[config.mk]
export PLATFORM = sky130hd
export DESIGN_NAME = ofifo_rr_drain_ctrl
export DESIGN_NICKNAME = d
export VERILOG_FILES = /design/src/rtl/ofifo_rr_drain_ctrl.sv
export SDC_FILE = /design/constraint.sdc
export NUM_CORES = 1
export LEC_CHECK = 0
export ABC_CLOCK_PERIOD_IN_PS = 2500
export BUFFER_PORTS_ARGS = -buffer_cell sky130_fd_sc_hd__buf_2
export CELL_PAD_IN_SITES_DETAIL_PLACEMENT = 1
export CELL_PAD_IN_SITES_GLOBAL_PLACEMENT = 1
export CORE_ASPECT_RATIO = 0.75
export CORE_MARGIN = 1
export CORE_UTILIZATION = 35
export DETAILED_ROUTE_END_ITERATION = 12
export PLACE_DENSITY_LB_ADDON = 0.1
export SLEW_MARGIN = 10
export SYNTH_ARGS = -nofsm -noshare
export SYNTH_HDL_FRONTEND = slang
export SYNTH_SLANG_ARGS = --single-unit
[constraint.sdc]
create_clock -name rd_clk -period 2.5 [get_ports rd_clk]
set_input_delay 0.375 -clock rd_clk [delete_from_list [all_inputs] [get_ports rd_clk]]
set_output_delay 0.375 -clock rd_clk [all_outputs]
set_load 0.02 [all_outputs]
[src/rtl/ofifo_rr_drain_ctrl.sv]
// Round-robin drain controller: grants bursts of reads across nfifo output FIFOs
// and forwards each word through a single registered valid/ready stage.
module ofifo_rr_drain_ctrl #(
  parameter int bw    = 4,
  parameter int simd  = 1,
  parameter int nfifo = 4
) (
  input  logic                         rd_clk,
  input  logic                         reset,
  input  logic                         enable,
  input  logic [3:0]                   cfg_burst,
  input  logic [nfifo-1:0]             fifo_empty,
  input  logic [nfifo*simd*bw-1:0]     fifo_out,
  output logic [nfifo-1:0]             fifo_rd,
  output logic [simd*bw-1:0]           out_data,
  output logic                         out_valid,
  input  logic                         out_ready,
  output logic [$clog2(nfifo)-1:0]     out_src,
  output logic                         busy,
  output logic [15:0]                  word_cnt
);

  localparam int sw = $clog2(nfifo);
  localparam int ww = simd * bw;

  typedef enum logic [1:0] {IDLE, SEL, XFER} state_t;

  state_t         state, state_nxt;
  logic [sw-1:0]  grant, last_grant, pick, rr_idx;
  logic           pick_ok;
  logic [3:0]     burst_cnt, burst_load;
  logic           rd_en;

  always_comb begin
    burst_load = cfg_burst;
    if (cfg_burst == 4'd0 || cfg_burst > 4'd8) burst_load = 4'd8;
  end

  // Search starts one past the last grant; index wraps naturally since nfifo is a power of 2.
  always_comb begin
    pick    = '0;
    pick_ok = 1'b0;
    rr_idx  = '0;
    for (int unsigned k = 0; k < nfifo; k++) begin
      rr_idx = last_grant + sw'(k + 1);
      if (!pick_ok && !fifo_empty[rr_idx]) begin
        pick    = rr_idx;
        pick_ok = 1'b1;
      end
    end
  end

  always_comb begin
    rd_en = (state == XFER) && !reset && enable && !fifo_empty[grant] &&
            (burst_cnt != 4'd0) && (!out_valid || out_ready);
    fifo_rd = '0;
    if (rd_en) fifo_rd[grant] = 1'b1;
  end

  always_comb begin
    state_nxt = state;
    case (state)
      IDLE: if (enable && !(&fifo_empty)) state_nxt = SEL;
      SEL:  state_nxt = (enable && pick_ok) ? XFER : IDLE;
      XFER: begin
        if (!enable)
          state_nxt = IDLE;
        else if ((rd_en && burst_cnt == 4'd1) || burst_cnt == 4'd0 ||
                 (fifo_empty[grant] && !rd_en))
          state_nxt = SEL;
      end
      default: state_nxt = IDLE;
    endcase
  end

  assign busy = (state != IDLE);

  always_ff @(posedge rd_clk or posedge reset) begin
    if (reset) begin
      state      <= IDLE;
      last_grant <= sw'(nfifo - 1);
      grant      <= '0;
      burst_cnt  <= '0;
      out_valid  <= 1'b0;
      out_data   <= '0;
      out_src    <= '0;
      word_cnt   <= '0;
    end else begin
      state <= state_nxt;
      if (state == SEL && state_nxt == XFER) begin
        grant     <= pick;
        burst_cnt <= burst_load;
      end
      if (state == XFER && state_nxt != XFER) last_grant <= grant;
      // A read replaces the held word even when it is consumed on the same edge.
      if (rd_en) begin
        out_data  <= fifo_out[grant*ww +: ww];
        out_src   <= grant;
        out_valid <= 1'b1;
        burst_cnt <= burst_cnt - 4'd1;
        word_cnt  <= word_cnt + 16'd1;
      end else if (out_ready) begin
        out_valid <= 1'b0;
      end
    end
  end

endmodule

* Word-level counts from Yosys, hierarchy flattened
Index checks and enable logic that the tools add are counted.
Cells by class: $add $sub $neg 5, mux-type cells 31, equality and inequality tests 5, reduce and logical (&&, ||, !) cells 37, order comparisons 7, shift-type cells 1
Operators by type and width (count):
- adder 16 x 1 -> 16 bit (second input constant) | 1
- 2-to-1 mux 2 bit | 8
- 2-to-1 mux 4 bit | 4
- indexed part select 16 x 5 -> 4 bit | 1
- logical AND 1 bit | 15
- < comparator 2 x 3 -> 1 bit (second input constant) | 5
- 2-to-1 mux 1 bit | 12
- binary-select mux 1 bit (select 2 bit) | 5
- zero test 1 bit | 10
- zero test 4 bit | 2
- case mux 2 bit (3 select lines) | 1
- nonzero test 2 bit | 3
- adder 2 bit (second input constant) | 2
- == test 2 bit (second input constant) | 2
- == test 4 x 1 -> 1 bit (second input constant) | 1
- > comparator 4 bit (second input constant) | 1
- logical OR 1 bit | 4
- AND reduction 4 bit | 1
- nonzero test 4 bit | 1
- subtractor 4 x 1 -> 4 bit (second input constant) | 1
- adder 2 x 1 -> 2 bit (second input constant) | 1
- demux 1 bit (select 2 bit) | 1
- == test 2 x 1 -> 1 bit (second input constant) | 1
- >= comparator 2 x 1 -> 1 bit (second input constant) | 1
- 2 further kinds | 2
Word-level totals: output and inout bits 28, word-level logic and storage cells 94, flip-flop bits (word level) 33

* Logic depth before layout (Yosys ltp)
depth in word-level cells 19, mapped depth 8

* Least setup slack after synthesis
OpenSTA, ideal clock, no wires.
path type flip-flop to output port, from register grant[1], to output fifo_rd[2], arrival time 2.242 ns, setup slack -0.117 ns, stages on the path, launching flop included 6, cells stage by stage dfrtp_1 mux4_2 nor4_1 nand2_1 clkbuf_1 nor3b_1
On the way: cells in the longest elaborated chain, start to end 7, elaborated cells between the ends (all ways) 12, classes of those cells order compare (2); mux (5); reduce/logical (5)
Ends and longest elaborated chain:
- start, declared | line 29 | logic [sw-1:0] grant, last_grant, pick, rr_idx;
- start signal, assigned | line 91 | grant <= pick;
- parallel branches: the longest is 6 deep, another holds < comparator 2 x 3 -> 1 bit
- 2-to-1 mux 4 bit * | line 57 | if (rd_en) fifo_rd[grant] = 1'b1;
- end, declared | line 14 | output logic [nfifo-1:0] fifo_rd,
Mark *: on every way between the ends. The select of a mux whose other input is x is not followed.

* Worst setup path after layout
from register grant[1], to output fifo_rd[3]
Same word-level chain as after synthesis.

==> impl_metrics.json <==
{
  "die_y_microns": 63.0,
  "clkPwrFrac_pct": 26.5,
  "pre_cts_ws_ps": -7.60,
  "fin_setup_tns_ps": -145,
  "timing_hold_violations_final": 0,
  "violations": "setup timing",
  "io_pins": 56,
  "first_pass_iters": 4,
  "vias_per_cell": 5.19,
  "internal_power_uw": 1300,
  "globalplace.congestion": 0.833,
  "worst-path-buf-inv": 1,
  "start_kind": "flop",
  "die_x_microns": 83.3,
  "cp_cell_sequence": "mux4_2 > or4_4 > nor2_4 > and3_4 > buf_6",
  "tightest_slew_ps": 511,
  "numCtsBuffers": 5,
  "hold_class": "primary input to asynchronous set/reset pin",
  "synth-compound-area-share_pct": 8.08,
  "skew_ps": 6.94,
  "post-route-util_pct": 52.0,
  "fmax_mhz": 388,
  "worstSetupPathType": "flop to output port",
  "drv_slew": 0,
  "seqPwrFrac_pct": 38.3,
  "peakVddDrop_mv": 0.408,
  "grt_pass1_vias": 1736,
  "clk_pin_slew_ps": 70,
  "synthFlopType": "dfrtp_1",
  "ys_types": 37,
  "dp_hpwl_microns": 3930,
  "clock_path_buffers": 2,
  "h-tree-depth": 2,
  "power.density_nw_per_um2": 823,
  "drc": 0,
  "period_minus_slack_ps": 2580,
  "synth-seq-cells": 33,
  "slew_headroom_pct": 65.9,
  "p_switching_uw": 669,
  "fin_nets": 280,
  "drt_iter0_drc": 84,
  "totalWireLength_microns": 5190,
  "cpPeakStageDelay_ps": 550,
  "pwr-share-comb_pct": 35.2,
  "reg2reg_depth": 6,
  "synth_edf_count": 0,
  "setup_viol_count_final": 3,
  "overflow": 0,
  "rsz0062_at_grt": "true",
  "synth-seq-area-share_pct": 47.8,
  "grt_pass1_wl_microns": 8980,
  "cp_max_fo": 4,
  "finalWorstSetupSlack_ps": -77.4,
  "grt_start_max_net_pins": 34,
  "cts_sinks": 33,
  "root_buffer": "clkbuf_8",
  "antenna_left": 0,
  "synth_fp_nets": 203,
  "leakage_uw": 0.00122,
  "cts_tree": "built",
  "io_buffers": 55,
  "synthMuxAreaShare_pct": 7.79,
  "crit_path_end_kind": "output port",
  "drive_above_1_share_pct": 40.8,
  "start_util_pct": 37.7,
  "finalCritPeriodShare_pct": 103,
  "synth-xor-area-share_pct": 7.58,
  "critical_path.top_delay_family": "simple AND/OR/NAND/NOR gates",
  "synth_top_family_by_area": "simple AND/OR/NAND/NOR gates",
  "async_flop_share_pct": 100,
  "cap_violations": 0,
  "vias": 1593,
  "avgRoutedWirePerCell_microns": 16.9,
  "yosysWarnings": 0,
  "p_sw_share_pct": 34.0,
  "crit_cells": 5,
  "die_area_sq_um": 5240,
  "n_fill_cell": 535,
  "area_delta_synth_final_pct": 38.0,
  "worstPathArrival_ps": 2200,
  "antenna_found_initial": 0,
  "grt_usage_pct": 22.0,
  "clk_latency_ps": 290,
  "synth_fa_ha_area_share_pct": 2.16,
  "syn-cell-area_sq_um": 1730,
  "outcome": "complete, but fails checks",
  "syn_inst": 172,
  "syn_avg_cell_area_sq_um": 10.1,
  "core-area_sq_um": 4600,
  "hold_buffers": 0,
  "num_rows": 21,
  "required_ps": 2120,
  "yosys.area_share.simple_pct": 23.5,
  "diodes": 0,
  "cp_slowest_cell": "or4_4",
  "power.total_uw": 1970
}
## cells in the final DEF (no fill, tap or decap), types with 2 or more instances in the layout
cell type  instances
dfstp_2            2
nor2b_1            2
a31oi_1            2
nand2_1           32
inv_1              9
mux2_2             2
nor4_4             2
nor3b_1            3
nand4_1            3
xnor2_1           11
a21oi_1            4
buf_6              2
mux4_2             5
nor3_1             7
dfrtp_1           31
clkbuf_8           6
buf_4             22
nand3b_1           2
nand2_2            2
nand3_1            7
a221o_1            3
ha_1               3
nor2_4             2
xor2_1             4
nor2_1             5
buf_2             51
o21ai_0            6
and3_1             3
## what timing repair did
action,4_1_cts,5_1_grt
setup endpoints to repair,3,9
resized for setup,7,6
pin swaps,3,4
buffers inserted,2,4
## registers in the layout, summed over array words and instances, names as in the netlist
register    cells
grant           2
out_valid       1
state           2
out_data        4
word_cnt       16
out_src         2
burst_cnt       4
last_grant      2
## through the flow
step                area [sq um]  hold slack (ps)  cells
global placement            2180              456    293
CTS                         2340              240    303
finish                      2390              249    307
floorplan                   1750              446    172
detailed placement          2180              461    293
global route                2390              297    307
## metal layers
| layer | vias to the layer above | wire [microns] | GRT usage [%] | share of wire (%) |
|---|---|---|---|---|
| li1 | 755 | - | - | - |
| met1 | 792 | 2400 | 29.1 | 46 |
| met2 | 42 | 2490 | 36.2 | 48 |
| met3 | 4 | 243 | 5.55 | 4.7 |
| met4 | 0 | 59 | 5.82 | 1.1 |
| met5 | - | 0 | 0 | 0 |
## power groups by stage
stage	Sequential, uW	Clock [uW]	Combinational, uW
final	755	522	692
after global routing	772	565	762
after CTS	755	534	659
after detailed placement	764	0	638
after global placement	754	0	609
after floorplan	789	0	386
## final cells by class
class	count	area (sq um)	share of cell area [%]
well taps	57	71.3	2.98
flip-flops and latches	33	828	34.6
clock inverters	1	30.0	1.26
inverters	9	33.8	1.41
clock buffers	7	86.3	3.61
repair buffers	75	443	18.5
multi-input cells	125	900	37.6
## kinds of logic after synthesis
logic type                 Yosys count
AOI/OAI and AO/OA                   21
xor gates and xnor gates            15
adders and majority gates            3
buffers and inverters               14
DFF                                 33
muxes                                7
and+or+nand+nor                     79
## worst register-to-register path: cells and delay by family, from the launching register on
family,cells,cell delay [ps]
buf+inv,1,170
mux,1,530
flops,1,370
simple gates,1,550
compound gates,3,650
## synthesized netlist by cell type, drive strengths merged (2+ instances only)
library cell	n	area, sq um
mux2	2	22.5
dfrtp	31	776
nor3b	4	30.0
a31oi	2	12.5
nor4	2	27.5
dfstp	2	52.6
nor2b	2	12.5
nand2	34	128
xor2	4	35.0
a221o	3	30.0
nor2	7	28.8
nand4	3	18.8
a21oi	4	20.0
clkbuf	4	15.0
nand3	7	35.0
inv	9	33.8
xnor2	11	96.3
nand3b	2	15.0
ha	3	37.5
and3	4	25.0
o21ai	7	35.0
mux4	5	113
nor3	8	40.0
## final timing paths
| path | start | end | slack (ps) |
|---|---|---|---|
| max in group asynchronous | reset | last_grant[1] | 1920 |
| min in group rd_clk | cfg_burst[0] | burst_cnt[0] | 340 |
| setup reg to reg | grant[1] | burst_cnt[2] | 130 |
| setup / recovery | grant[1] | fifo_rd[3] | -80 |
| hold / removal | reset | out_valid | 250 |
| hold reg to reg | word_cnt[15] | word_cnt[15] | 480 |
No activity file was read; power rests on OpenSTA's default activity.
